File: src/rtl/vga_pattern_gen.sv
// vga_pattern_gen: parametrised VGA timing generator with four selectable
// test patterns (solid, colour bars, lane view, scrolling checker).
// Timing counters run on a divided pixel enable. Sync, visible flag and
// colour are registered together, so they share one pixel of latency.
// Pattern mode and lane mask are latched only at the frame boundary.
module vga_pattern_gen #(
    parameter int H_ACTIVE = 640,
    parameter int H_FP     = 16,
    parameter int H_SYNC   = 96,
    parameter int H_BP     = 48,
    parameter int V_ACTIVE = 480,
    parameter int V_FP     = 10,
    parameter int V_SYNC   = 2,
    parameter int V_BP     = 33,
    parameter int CLK_DIV  = 4,
    parameter int LANES    = 4,
    parameter int CW       = 4
) (
    input  logic                i_clk,
    input  logic                i_rst,
    input  logic [1:0]          i_mode,
    input  logic [3*CW-1:0]     i_fg_color,
    input  logic [LANES-1:0]    i_lane_hit,
    output logic                o_hs,
    output logic                o_vs,
    output logic [CW-1:0]       o_r,
    output logic [CW-1:0]       o_g,
    output logic [CW-1:0]       o_b,
    output logic [9:0]          o_col,
    output logic [9:0]          o_row,
    output logic                o_active,
    output logic                o_frame_start
);

    typedef enum logic [1:0] {
        MODE_SOLID   = 2'd0,
        MODE_BARS    = 2'd1,
        MODE_LANES   = 2'd2,
        MODE_CHECKER = 2'd3
    } mode_e;

    localparam int H_TOTAL = H_ACTIVE + H_FP + H_SYNC + H_BP;
    localparam int V_TOTAL = V_ACTIVE + V_FP + V_SYNC + V_BP;
    localparam int DIV_W   = (CLK_DIV > 1) ? $clog2(CLK_DIV) : 1;
    localparam int LIDX_W  = (LANES > 1) ? $clog2(LANES) : 1;
    localparam int BAR_W   = H_ACTIVE / 8;
    localparam int LANE_W  = H_ACTIVE / LANES;

    localparam logic [DIV_W-1:0] DIV_LAST = DIV_W'(CLK_DIV - 1);
    localparam logic [9:0] H_LAST     = 10'(H_TOTAL - 1);
    localparam logic [9:0] V_LAST     = 10'(V_TOTAL - 1);
    localparam logic [9:0] H_ACT      = 10'(H_ACTIVE);
    localparam logic [9:0] V_ACT      = 10'(V_ACTIVE);
    localparam logic [9:0] H_ACT_LAST = 10'(H_ACTIVE - 1);
    localparam logic [9:0] HS_START   = 10'(H_ACTIVE + H_FP);
    localparam logic [9:0] HS_END     = 10'(H_ACTIVE + H_FP + H_SYNC);
    localparam logic [9:0] VS_START   = 10'(V_ACTIVE + V_FP);
    localparam logic [9:0] VS_END     = 10'(V_ACTIVE + V_FP + V_SYNC);
    localparam logic [9:0] BAR_LAST   = 10'(BAR_W - 1);
    localparam logic [9:0] LANE_LAST  = 10'(LANE_W - 1);
    localparam logic [CW-1:0] ONES    = {CW{1'b1}};

    logic [DIV_W-1:0]  r_divCnt;
    logic [9:0]        r_hCount;
    logic [9:0]        r_vCount;
    logic [9:0]        r_barPos;
    logic [2:0]        r_barIdx;
    logic [9:0]        r_lanePos;
    logic [LIDX_W-1:0] r_laneIdx;
    mode_e             r_modeQ;
    logic [LANES-1:0]  r_laneQ;
    logic [9:0]        r_scroll;
    logic              r_hs;
    logic              r_vs;
    logic              r_active;
    logic [3*CW-1:0]   r_rgb;

    logic              w_pe;
    logic              w_hLast;
    logic              w_vLast;
    logic              w_frameEdge;
    logic              w_vis;
    logic              w_hsN;
    logic              w_vsN;
    logic [9:0]        w_scrolled;
    logic [CW-1:0]     w_fgR;
    logic [CW-1:0]     w_fgG;
    logic [CW-1:0]     w_fgB;
    logic [3*CW-1:0]   w_dim;
    logic [3*CW-1:0]   w_colour;
    logic [3*CW-1:0]   w_pixel;

    assign w_pe        = (r_divCnt == DIV_LAST);
    assign w_hLast     = (r_hCount == H_LAST);
    assign w_vLast     = (r_vCount == V_LAST);
    assign w_frameEdge = w_pe & w_hLast & w_vLast;
    assign w_vis       = (r_hCount < H_ACT) && (r_vCount < V_ACT);
    assign w_hsN       = !((r_hCount >= HS_START) && (r_hCount < HS_END));
    assign w_vsN       = !((r_vCount >= VS_START) && (r_vCount < VS_END));
    assign w_scrolled  = r_hCount + r_scroll;
    assign w_fgR       = i_fg_color[3*CW-1:2*CW];
    assign w_fgG       = i_fg_color[2*CW-1:CW];
    assign w_fgB       = i_fg_color[CW-1:0];
    assign w_dim       = {w_fgR >> 1, w_fgG >> 1, w_fgB >> 1};

    // Clock divider producing a one-clk pixel enable every CLK_DIV clocks.
    always_ff @(posedge i_clk) begin
        if (!i_rst) begin
            r_divCnt <= '0;
        end else if (w_pe) begin
            r_divCnt <= '0;
        end else begin
            r_divCnt <= r_divCnt + 1'b1;
        end
    end

    // Horizontal and vertical raster counters, advanced once per pixel.
    always_ff @(posedge i_clk) begin
        if (!i_rst) begin
            r_hCount <= '0;
            r_vCount <= '0;
        end else if (w_pe) begin
            if (w_hLast) begin
                r_hCount <= '0;
                r_vCount <= w_vLast ? 10'd0 : r_vCount + 10'd1;
            end else begin
                r_hCount <= r_hCount + 10'd1;
            end
        end
    end

    // Bar and lane position trackers avoid dividing h by a non-power-of-two;
    // they freeze past the visible area and restart when the line wraps.
    always_ff @(posedge i_clk) begin
        if (!i_rst) begin
            r_barPos  <= '0;
            r_barIdx  <= '0;
            r_lanePos <= '0;
            r_laneIdx <= '0;
        end else if (w_pe) begin
            if (w_hLast) begin
                r_barPos  <= '0;
                r_barIdx  <= '0;
                r_lanePos <= '0;
                r_laneIdx <= '0;
            end else if (r_hCount < H_ACT_LAST) begin
                if (r_barPos == BAR_LAST) begin
                    r_barPos <= '0;
                    r_barIdx <= r_barIdx + 3'd1;
                end else begin
                    r_barPos <= r_barPos + 10'd1;
                end
                if (r_lanePos == LANE_LAST) begin
                    r_lanePos <= '0;
                    r_laneIdx <= r_laneIdx + 1'b1;
                end else begin
                    r_lanePos <= r_lanePos + 10'd1;
                end
            end
        end
    end

    // Frame-boundary latch: mode and lane mask only change between frames.
    always_ff @(posedge i_clk) begin
        if (!i_rst) begin
            r_modeQ  <= MODE_SOLID;
            r_laneQ  <= '0;
            r_scroll <= '0;
        end else if (w_frameEdge) begin
            r_modeQ  <= mode_e'(i_mode);
            r_laneQ  <= i_lane_hit;
            r_scroll <= r_scroll + 10'd1;
        end
    end

    // Pattern colour for the current raster position, blanked outside vis.
    always_comb begin
        w_colour = '0;
        case (r_modeQ)
            MODE_SOLID: begin
                w_colour = i_fg_color;
            end
            MODE_BARS: begin
                w_colour = {{CW{~r_barIdx[1]}}, {CW{~r_barIdx[2]}}, {CW{~r_barIdx[0]}}};
            end
            MODE_LANES: begin
                if (r_lanePos < 10'd2) begin
                    w_colour = {ONES, ONES, ONES};
                end else if (r_laneQ[r_laneIdx]) begin
                    w_colour = i_fg_color;
                end else begin
                    w_colour = w_dim;
                end
            end
            MODE_CHECKER: begin
                w_colour = (w_scrolled[5] ^ r_vCount[5]) ? i_fg_color : '0;
            end
            default: begin
                w_colour = '0;
            end
        endcase
        w_pixel = w_vis ? w_colour : '0;
    end

    // Registered video outputs, all captured on the same pixel enable.
    always_ff @(posedge i_clk) begin
        if (!i_rst) begin
            r_hs     <= 1'b1;
            r_vs     <= 1'b1;
            r_active <= 1'b0;
            r_rgb    <= '0;
        end else if (w_pe) begin
            r_hs     <= w_hsN;
            r_vs     <= w_vsN;
            r_active <= w_vis;
            r_rgb    <= w_pixel;
        end
    end

    assign o_hs          = r_hs;
    assign o_vs          = r_vs;
    assign o_active      = r_active;
    assign o_r           = r_rgb[3*CW-1:2*CW];
    assign o_g           = r_rgb[2*CW-1:CW];
    assign o_b           = r_rgb[CW-1:0];
    assign o_col         = r_hCount;
    assign o_row         = r_vCount;
    assign o_frame_start = w_frameEdge & i_rst;

endmodule

File: config.mk
export PLATFORM = sky130hd
export DESIGN_NAME = vga_pattern_gen
export DESIGN_NICKNAME = d
export VERILOG_FILES = /design/src/rtl/vga_pattern_gen.sv
export SDC_FILE = /design/constraint.sdc
export NUM_CORES = 1
export LEC_CHECK = 0
export CORE_MARGIN = 2
export CORE_UTILIZATION = 52
export CTS_CLUSTER_SIZE = 14
export DETAILED_ROUTE_END_ITERATION = 6
export PLACE_DENSITY = 0.78
export RECOVER_POWER = 50
export SYNTH_ARGS = -nofsm -noshare
export SYNTH_HDL_FRONTEND = slang
export SYNTH_SLANG_ARGS = --single-unit
File: constraint.sdc
create_clock -name i_clk -period 5.6 [get_ports i_clk]
set_input_delay 1.12 -clock i_clk [delete_from_list [all_inputs] [get_ports i_clk]]
set_output_delay 1.12 -clock i_clk [all_outputs]
set_load 0.05 [all_outputs]
==> results of run 1 <==
-- cell type report --
class	instances	area [um^2]
sequential	74	1480
multi-input combinational	324	2160
clock buffer	9	124
fill	587	2600
clock inverter	7	76.3
tap	99	124
inverter	13	48.8
timing repair buffer	57	558
-- report_power, final --
group | leakage (nW) | switching, mW | internal, mW | total [mW]
Sequential | 0.597 | 0.00627 | 0.533 | 0.540
Clock | 0.0962 | 0.220 | 0.209 | 0.429
Combinational | 0.861 | 0.0485 | 0.0303 | 0.0788
Total | 1.55 | 0.274 | 0.773 | 1.05
-- through the flow --
stage          hold WS [ps]  cells
6_report                447    583
3_5_place_dp            434    567
2_1_floorplan           398    432
3_3_place_gp            407    567
5_1_grt                 454    583
4_1_cts                 452    583
-- path summary, 6_finish.rpt --
path                          start                   endpoint  slack [ps]  cells past startpoint
max reg2reg  r_divCnt[0]$_SDFF_PP0_  r_lanePos[5]$_SDFFE_PN0P_        2720                      5
min          r_divCnt[0]$_SDFF_PP0_     r_divCnt[0]$_SDFF_PP0_         450                      1
min reg2reg  r_divCnt[0]$_SDFF_PP0_     r_divCnt[0]$_SDFF_PP0_         450                      1
max                           i_rst              o_frame_start         790                      5
-- registers in the layout (all words and copies together), names as in the netlist --
register	flops
r_barPos	10
r_scroll	6
o_active	1
r_lanePos	10
r_laneQ	4
r_laneIdx	2
r_modeQ	2
r_barIdx	3
o_col	10
o_vs	1
o_hs	1
r_divCnt	2
r_rgb	12
o_row	10
-- kinds of logic (layout without fill, tap and decap cells) --
kind of cell / count (synthesis) / in the layout
compound gates: 110 / 110
xor+xnor: 27 / 27
fa+ha+maj: 13 / 13
buf+inv: 34 / 86
flops: 74 / 74
mux: 7 / 7
simple gates: 167 / 167
-- worst max-delay path, delay by kind of cell --
kind | cells | cell delay [ps]
buffers and inverters | 3 | 1960
and+or+nand+nor | 2 | 600
-- metal layers --
layer  vias up  global-route usage, %  share of wire (%)
li1       1713                      -                  -
met1      1668                   33.2                 46
met2        84                   38.1                 49
met3        16                   3.75                3.9
met4         0                   9.36                1.7
met5         -                      0                  0
-- cell usage in the layout (no fill, tap or decap), drive strengths merged, types with 9 or more instances in the layout --
cell / netlist / layout
nand3: 19 / 19
a21oi: 37 / 37
a41oi: 9 / 9
dfxtp: 74 / 74
a222oi: 12 / 12
clkdlybuf4s50: 0 / 43
a21o: 11 / 11
ha: 13 / 13
dlygate4sd3: 0 / 12
nor3: 11 / 11
nand4: 14 / 14
xnor2: 19 / 19
nor4: 9 / 9
nor2: 30 / 30
o21ai: 14 / 14
inv: 13 / 15
nand2: 32 / 32
clkbuf: 12 / 11
==> flow_summary_export.csv, run 1 <==
group,metric,value,unit
outcome,outcome,"complete, no violations",
place,hpwlAfterDp,6440,um
yosys,synth_cell_types,49,
power,power.total,1.05,mW
grt,antenna_found_initial,0,
clock_network,clock_sinks,74,
place,dpl_cell_area,0.00439,mm^2
yosys,yosys.area.top_type_share,38.9,%
place,port_buffers,55,
grt,overflow,0,
floorplanning,coreArea,0.00718,mm^2
yosys,ys_warn_count,0,
worst_setup_path,critPathSlowestCell,"clkdlybuf4s50_1",
yosys,synth_compound_area_share,19.9,%
floorplanning,num_rows,31,
sta,worst_pin_slew,1110,ps
yosys,synth_top_family_by_area,"simple AND/OR/NAND/NOR gates",
yosys,syn_nets,465,
worst_setup_path,critical_path_required,4480,ps
yosys,synth_area_leaders,"dfxtp_1, a21oi_1, xnor2_1",
clock_network,cts_tree,"built",
cells_and_area,fin_nets,512,
yosys,netlist_area,0.00381,mm^2
power,p_leak,1.55,nW
sta,fin_skew,10.8,ps
worst_setup_path,cp_cell_sequence,"dlygate4sd3_1, clkbuf_1, nand2_1, and3b_1, clkdlybuf4s50_1",
clock_network,clk_pin_slew,90,ps
yosys,synth_area_per_cell,8.81,um^2
sta,grt_setup_unrepaired,"no",
floorplanning,initial_utilization,53.1,%
sta,setup_viol,0,
grt,grtUsageTotal,24.1,%
worst_setup_path,critPathLaunchType,"input pin",
sta,setup_slack,794,ps
sta,hold_violations,0,
floorplanning,die_x,89.6,um
min_path,hold_class,"flip-flop to flip-flop",
clock_network,cts_resized,0,
clock_network,postCtsHoldBufs,0,
yosys,synth-seq-cells,74,
place,pre_cts_ws,1280,ps
floorplanning,fp.dieH,89.6,um
power,peakVddDrop,0.000155,V
clock_network,clock_latency,350,ps
sta,max-slew-margin-rel,26.2,%
clock_network,post_cts_buffers,0,
grt,grt_pass1_wl,15100,um
cells_and_area,drive_gt1_share,5.99,%
yosys,ys_top_cells_by_count,"dfxtp_1, a21oi_1, nand2_1",
route,num_vias,3481,
sta,setup_tns,0,ps
grt,grt_pass1_vias,3176,
sta,fmax,208,MHz
route,dr.pass1.iters,5,
yosys,synthArstFlopShare,0,%
floorplanning,pin_count,56,
yosys,yosysMostFrequentCell,"dfxtp_1",
worst_setup_path,crit_arrival,3690,ps
grt,grt_max_degree,31,
place,globalplace.congestion,0.868,
yosys,synth-simple-area-share,24.4,%
route,wl_per_cell,15.8,um
yosys,synthAdderAreaFrac,4.27,%
floorplanning,die_area,0.00802,mm^2
yosys,synthXorXnorAreaFrac,6.21,%
sta,min_period,4810,ps
power,powerDensity,229,mW/mm^2
cells_and_area,antenna_cells,0,
clock_network,clock_path_buffers,2,
yosys,synth_edf_count,0,
yosys,synth_ff_type,"dfxtp_1",
cells_and_area,postLayoutCellArea,0.00458,mm^2
run,maxCapViolCount,0,
yosys,synthCells,432,
route,route.final.wire_length,9210,um
clock_network,htreeDepth,3,
worst_setup_path,criticalPathCategory,"input pin to output pin",
clock_network,cts_root_buf,"clkbuf_8",
sta,slew_violations,0,
route,viasPerCell,5.97,
yosys,synth-seq-area-share,38.9,%
route,ant_nets,0,
route,drt_iter0_drc,280,
yosys,synth.mux.area_fraction,2.27,%
worst_setup_path,critPathMaxStageDelay,870,ps
clock_network,cts_buffers,9,
sta,fin_crit_sh,85.8,%
cells_and_area,utilization,63.8,%
worst_setup_path,critPathMaxFanout,21,
route,drc,0,
cells_and_area,area_growth,20.2,%
yosys,yosys.area.top_type,"dfxtp_1",
worst_setup_path,end_kind,"output pin",
No activity file was read; power rests on OpenSTA's default activity.
==> inputs of run 2 (changes only) <==
Settings changed: CELL_PAD_IN_SITES_DETAIL_PLACEMENT set to 1, CELL_PAD_IN_SITES_GLOBAL_PLACEMENT set to 1, CORE_UTILIZATION 52 to 44, PLACE_DENSITY 0.78 to 0.86.
==> run 2 against run 1 <==
Against the previous run:
- global-route usage decreased by 1.2 points
- sequential share of layout area increased by 0.15 points
- worst hold slack got worse by 20 ps
- register-to-register slack got worse by 30 ps
- critical path depth unchanged
- non-clock buffer count unchanged
- combinational power increased by 2%
- cell count increased by 1.0%
- utilization decreased by 8.9 points
- first-iteration DRC count decreased by 44%
- design area decreased by 0.46%
- sequential cell count unchanged
- largest cell class unchanged
- highest routed layer unchanged
==> flow_summary_export.csv, run 2 (same netlist as run 1, synthesis figures left out) <==
group,metric,value,unit
clock_network,cts_buffers,9,
clock_network,clock_sinks,74,
grt,antenna_found_initial,0,
route,drc,0,
cells_and_area,postLayoutCellArea,0.00455,mm^2
grt,grtUsageTotal,22.9,%
floorplanning,num_rows,33,
cells_and_area,utilization,54.9,%
run,maxCapViolCount,0,
clock_network,htreeDepth,3,
place,hpwlAfterDp,7630,um
place,globalplace.congestion,0.795,
route,viasPerCell,6.02,
floorplanning,initial_utilization,45.9,%
worst_setup_path,criticalPathCategory,"input pin to output pin",
clock_network,clock_path_buffers,2,
grt,grt_pass1_wl,17800,um
sta,setup_tns,0,ps
cells_and_area,layout_common_cells,"dfxtp_1, clkdlybuf4s50_1, a21oi_1",
place,pre_cts_ws,1240,ps
sta,setup_slack,811,ps
grt,grt_pass1_vias,3607,
cells_and_area,antenna_cells,0,
power,p_leak,1.54,nW
cells_and_area,largest_reg_flops,12,
clock_network,postCtsHoldBufs,0,
grt,overflow,0,
clock_network,clock_latency,360,ps
place,place_inst,573,
power,powerDensity,219,mW/mm^2
worst_setup_path,critical_path_required,4480,ps
route,route.final.wire_length,10600,um
sta,fmax,209,MHz
outcome,outcome,"complete, no violations",
sta,worst_pin_slew,1120,ps
worst_setup_path,end_kind,"output pin",
route,wl_per_cell,18.0,um
power,peakVddDrop,0.0000939,V
cells_and_area,final_common_cell,"dfxtp_1",
floorplanning,die_x,97.0,um
floorplanning,coreArea,0.00830,mm^2
cells_and_area,area_growth,19.6,%
cells_and_area,fin_nets,512,
sta,fin_crit_sh,85.5,%
place,dpl_cell_area,0.00440,mm^2
min_path,hold_class,"flip-flop to flip-flop",
sta,grt_setup_unrepaired,"no",
cells_and_area,top_register,"r_rgb",
route,num_vias,3548,
route,dr.pass1.iters,5,
clock_network,cts_resized,0,
floorplanning,pin_count,56,
cells_and_area,drive_gt1_share,5.99,%
power,power.total,0.999,mW
sta,max-slew-margin-rel,24.6,%
route,drt_iter0_drc,156,
floorplanning,fp.dieH,97.0,um
clock_network,clk_pin_slew,80,ps
worst_setup_path,crit_arrival,3670,ps
sta,hold_violations,0,
worst_setup_path,critPathMaxFanout,21,
route,ant_nets,0,
floorplanning,die_area,0.00941,mm^2
sta,fin_skew,10.9,ps
place,port_buffers,55,
clock_network,cts_root_buf,"clkbuf_8",
cells_and_area,final_cells,589,
sta,whs,428,ps
sta,slew_violations,0,
grt,grt_max_degree,31,
sta,setup_viol,0,
worst_setup_path,critPathLaunchType,"input pin",
clock_network,cts_tree,"built",
sta,min_period,4790,ps
clock_network,post_cts_buffers,0,
[run 2: changes by cell type in the layout (fill, tap and decap cells not counted), sizes merged]
cell / previous run / this run
clkbuf: 11 / 13
bufinv: 1 / 0
inv: 15 / 13
clkinv: 2 / 3
[run 2: final cells by class]
type                    instances  area (um^2)
clock buffers                  11          141
flip-flops and latches         74         1480
inverters                      13         48.8
well taps                     105          131
multi-input cells             324         2160
repair buffers                 57          558
clock inverters                 5         30.0
fillers                       984         3740
[run 2: final timing paths]
path	slack [ps]	startpoint	depth (start not counted)	end
max	810	i_rst	5	o_frame_start
min	430	r_divCnt[0]$_SDFF_PP0_	1	r_divCnt[0]$_SDFF_PP0_
max reg2reg	2690	r_divCnt[0]$_SDFF_PP0_	5	r_barPos[5]$_SDFFE_PN0P_
min reg2reg	430	r_divCnt[0]$_SDFF_PP0_	1	r_divCnt[0]$_SDFF_PP0_
[run 2: routing by layer]
layer	vias up	share of wire, %	global-route usage, %
li1	1706	-	-
met5	-	0	0
met4	0	1.8	7.58
met2	62	51	39.9
met3	18	3.9	4.41
met1	1762	44	28.5
[run 2: where the power goes]
part	switching, mW	internal, mW
Clock	0.208	0.171
Combinational	0.0500	0.0305
Sequential	0.00622	0.533
[run 2: worst max-delay path, cell delays in order]
cell and delay [ps]:
dlygate4sd3_1 520, clkbuf_1 520, nand2_1 150, and3b_1 470, clkdlybuf4s50_1 880
==> inputs of run 3 (changes only) <==
Settings changed: CORE_MARGIN 2 to 4, GPL_TIMING_DRIVEN set to 0.
==> run 3 against run 2 <==
Against the previous run:
- sequential share of layout area fell by 0.58 points
- maximum frequency rose by 4.2%
- total power rose by 2.5%
- register-to-register slack got worse by 310 ps
- critical path type unchanged
==> flow_summary_export.csv, run 3 (same netlist as run 1, synthesis figures left out) <==
group,metric,value,unit
worst_setup_path,criticalPathCategory,"input pin to output pin",
worst_setup_path,critPathMaxFanout,10,
cells_and_area,fillers,998,
route,drt_iter0_drc,153,
power,powerDensity,221,mW/mm^2
cells_and_area,layout_common_cells,"dfxtp_1, clkdlybuf4s50_1, a21oi_1",
worst_setup_path,cp_cell_sequence,"dlygate4sd3_1, clkbuf_1, nand2_1, and3b_1, buf_2, clkdlybuf4s50_1",
sta,setup_tns,0,ps
worst_setup_path,r2r_start,"o_col[0]$_SDFFE_PN0P_",
worst_setup_path,critPathLaunchType,"input pin",
sta,min_period,4600,ps
cells_and_area,antenna_cells,0,
floorplanning,die_area,0.0102,mm^2
cells_and_area,fin_nets,531,
min_path,min_to,"r_divCnt[0]$_SDFF_PP0_",
sta,setup_viol,0,
route,wl_per_cell,19.0,um
grt,grt_max_degree,13,
clock_network,htreeDepth,3,
cells_and_area,final-seq-area,0.00148,mm^2
worst_setup_path,cp-startpoint,"i_rst",
route,ant_nets,0,
route,drc,0,
outcome,outcome,"complete, no violations",
floorplanning,num_rows,33,
cells_and_area,drive_gt1_share,6.56,%
clock_network,postCtsHoldBufs,0,
grt,grt_pass1_vias,3910,
min_path,hp-start,"r_divCnt[0]$_SDFF_PP0_",
sta,hold_violations,0,
worst_setup_path,end_kind,"output pin",
grt,overflow,0,
sta,fmax,217,MHz
power,peakVddDrop,0.000133,V
power,power.total,1.02,mW
worst_setup_path,critical_path_required,4480,ps
route,route.final.wire_length,11600,um
floorplanning,fp.dieH,101,um
floorplanning,pin_count,56,
place,place_inst,592,
clock_network,clock_sinks,74,
worst_setup_path,crit_arrival,3480,ps
run,maxCapViolCount,0,
worst_setup_path,critPathSlowestCell,"clkdlybuf4s50_1",
cells_and_area,postLayoutCellArea,0.00464,mm^2
clock_network,cts_root_buf,"clkbuf_8",
sta,slew_violations,0,
sta,grt_setup_unrepaired,"no",
cells_and_area,final_common_cell,"dfxtp_1",
cells_and_area,area_growth,21.8,%
power,p_leak,1.57,nW
cells_and_area,utilization,55.9,%
sta,fin_skew,14.0,ps
place,hpwlAfterDp,8320,um
sta,worst_pin_slew,1130,ps
worst_setup_path,r2r_setup_slack,2380,ps
floorplanning,coreArea,0.00830,mm^2
sta,whs,440,ps
min_path,hold_class,"flip-flop to flip-flop",
cells_and_area,largest_reg_flops,12,
sta,max-slew-margin-rel,23.6,%
grt,grtUsageTotal,23.5,%
floorplanning,initial_utilization,45.9,%
route,viasPerCell,5.99,
place,globalplace.congestion,0.784,
route,dr.pass1.iters,6,
floorplanning,die_x,101,um
grt,grt_pass1_wl,19200,um
clock_network,post_cts_buffers,0,
clock_network,clock_latency,360,ps
route,num_vias,3639,
worst_setup_path,ff2ff_path_depth,8,
sta,fin_crit_sh,82.1,%
clock_network,cts_buffers,9,
worst_setup_path,critPathMaxStageDelay,840,ps
place,dpl_cell_area,0.00449,mm^2
grt,antenna_found_initial,0,
place,port_buffers,55,
cells_and_area,multi_input_area,0.00215,mm^2
cells_and_area,top_register,"r_rgb",
clock_network,clk_pin_slew,80,ps
clock_network,cts_resized,0,
worst_setup_path,r2r-end,"r_barPos[3]$_SDFFE_PN0P_",
clock_network,clock_path_buffers,2,
clock_network,cts_tree,"built",
place,pre_cts_ws,1070,ps
cells_and_area,final_cells,608,
min_path,min_path_cells,1,
sta,setup_slack,1000,ps
==> run 3: worst max-delay path by stage <==
stage | end | slack (ps) | cells after the start
global route | o_frame_start | 880 | 6
detailed placement | o_frame_start | 1070 | 6
global placement | o_frame_start | 1090 | 6
finish | o_frame_start | 1000 | 6
floorplan | o_frame_start | 2520 | 5
CTS | o_frame_start | 1040 | 6
==> run 3: metal layers <==
| layer | track usage (%) | share of wire, % | vias up |
|---|---|---|---|
| li1 | - | - | 1742 |
| met1 | 29.6 | 45 | 1805 |
| met2 | 39.9 | 50 | 70 |
| met3 | 4.08 | 2.8 | 22 |
| met4 | 8.90 | 2.0 | 0 |
| met5 | 0 | 0 | - |
==> run 3: layout make-up <==
type | instances | share of cell area (%)
Buffer | 21 | 2.05
Clock buffer | 12 | 3.35
Clock inverter | 4 | 0.567
Inverter | 13 | 1.05
Multi-Input combinational cell | 324 | 46.3
Sequential cell | 74 | 31.9
Tap cell | 105 | 2.83
Timing Repair Buffer | 55 | 11.9
==> run 3: critical path, delay by kind of cell <==
kind                   cells  cell delay, ps
buffers and inverters      4            1990
and+or+nand+nor            2             370
==> run 3: power by group <==
part	switching (mW)	leakage [nW]	internal, mW
Combinational	0.0548	0.879	0.0332
Clock	0.211	0.0924	0.185
Sequential	0.00667	0.597	0.533
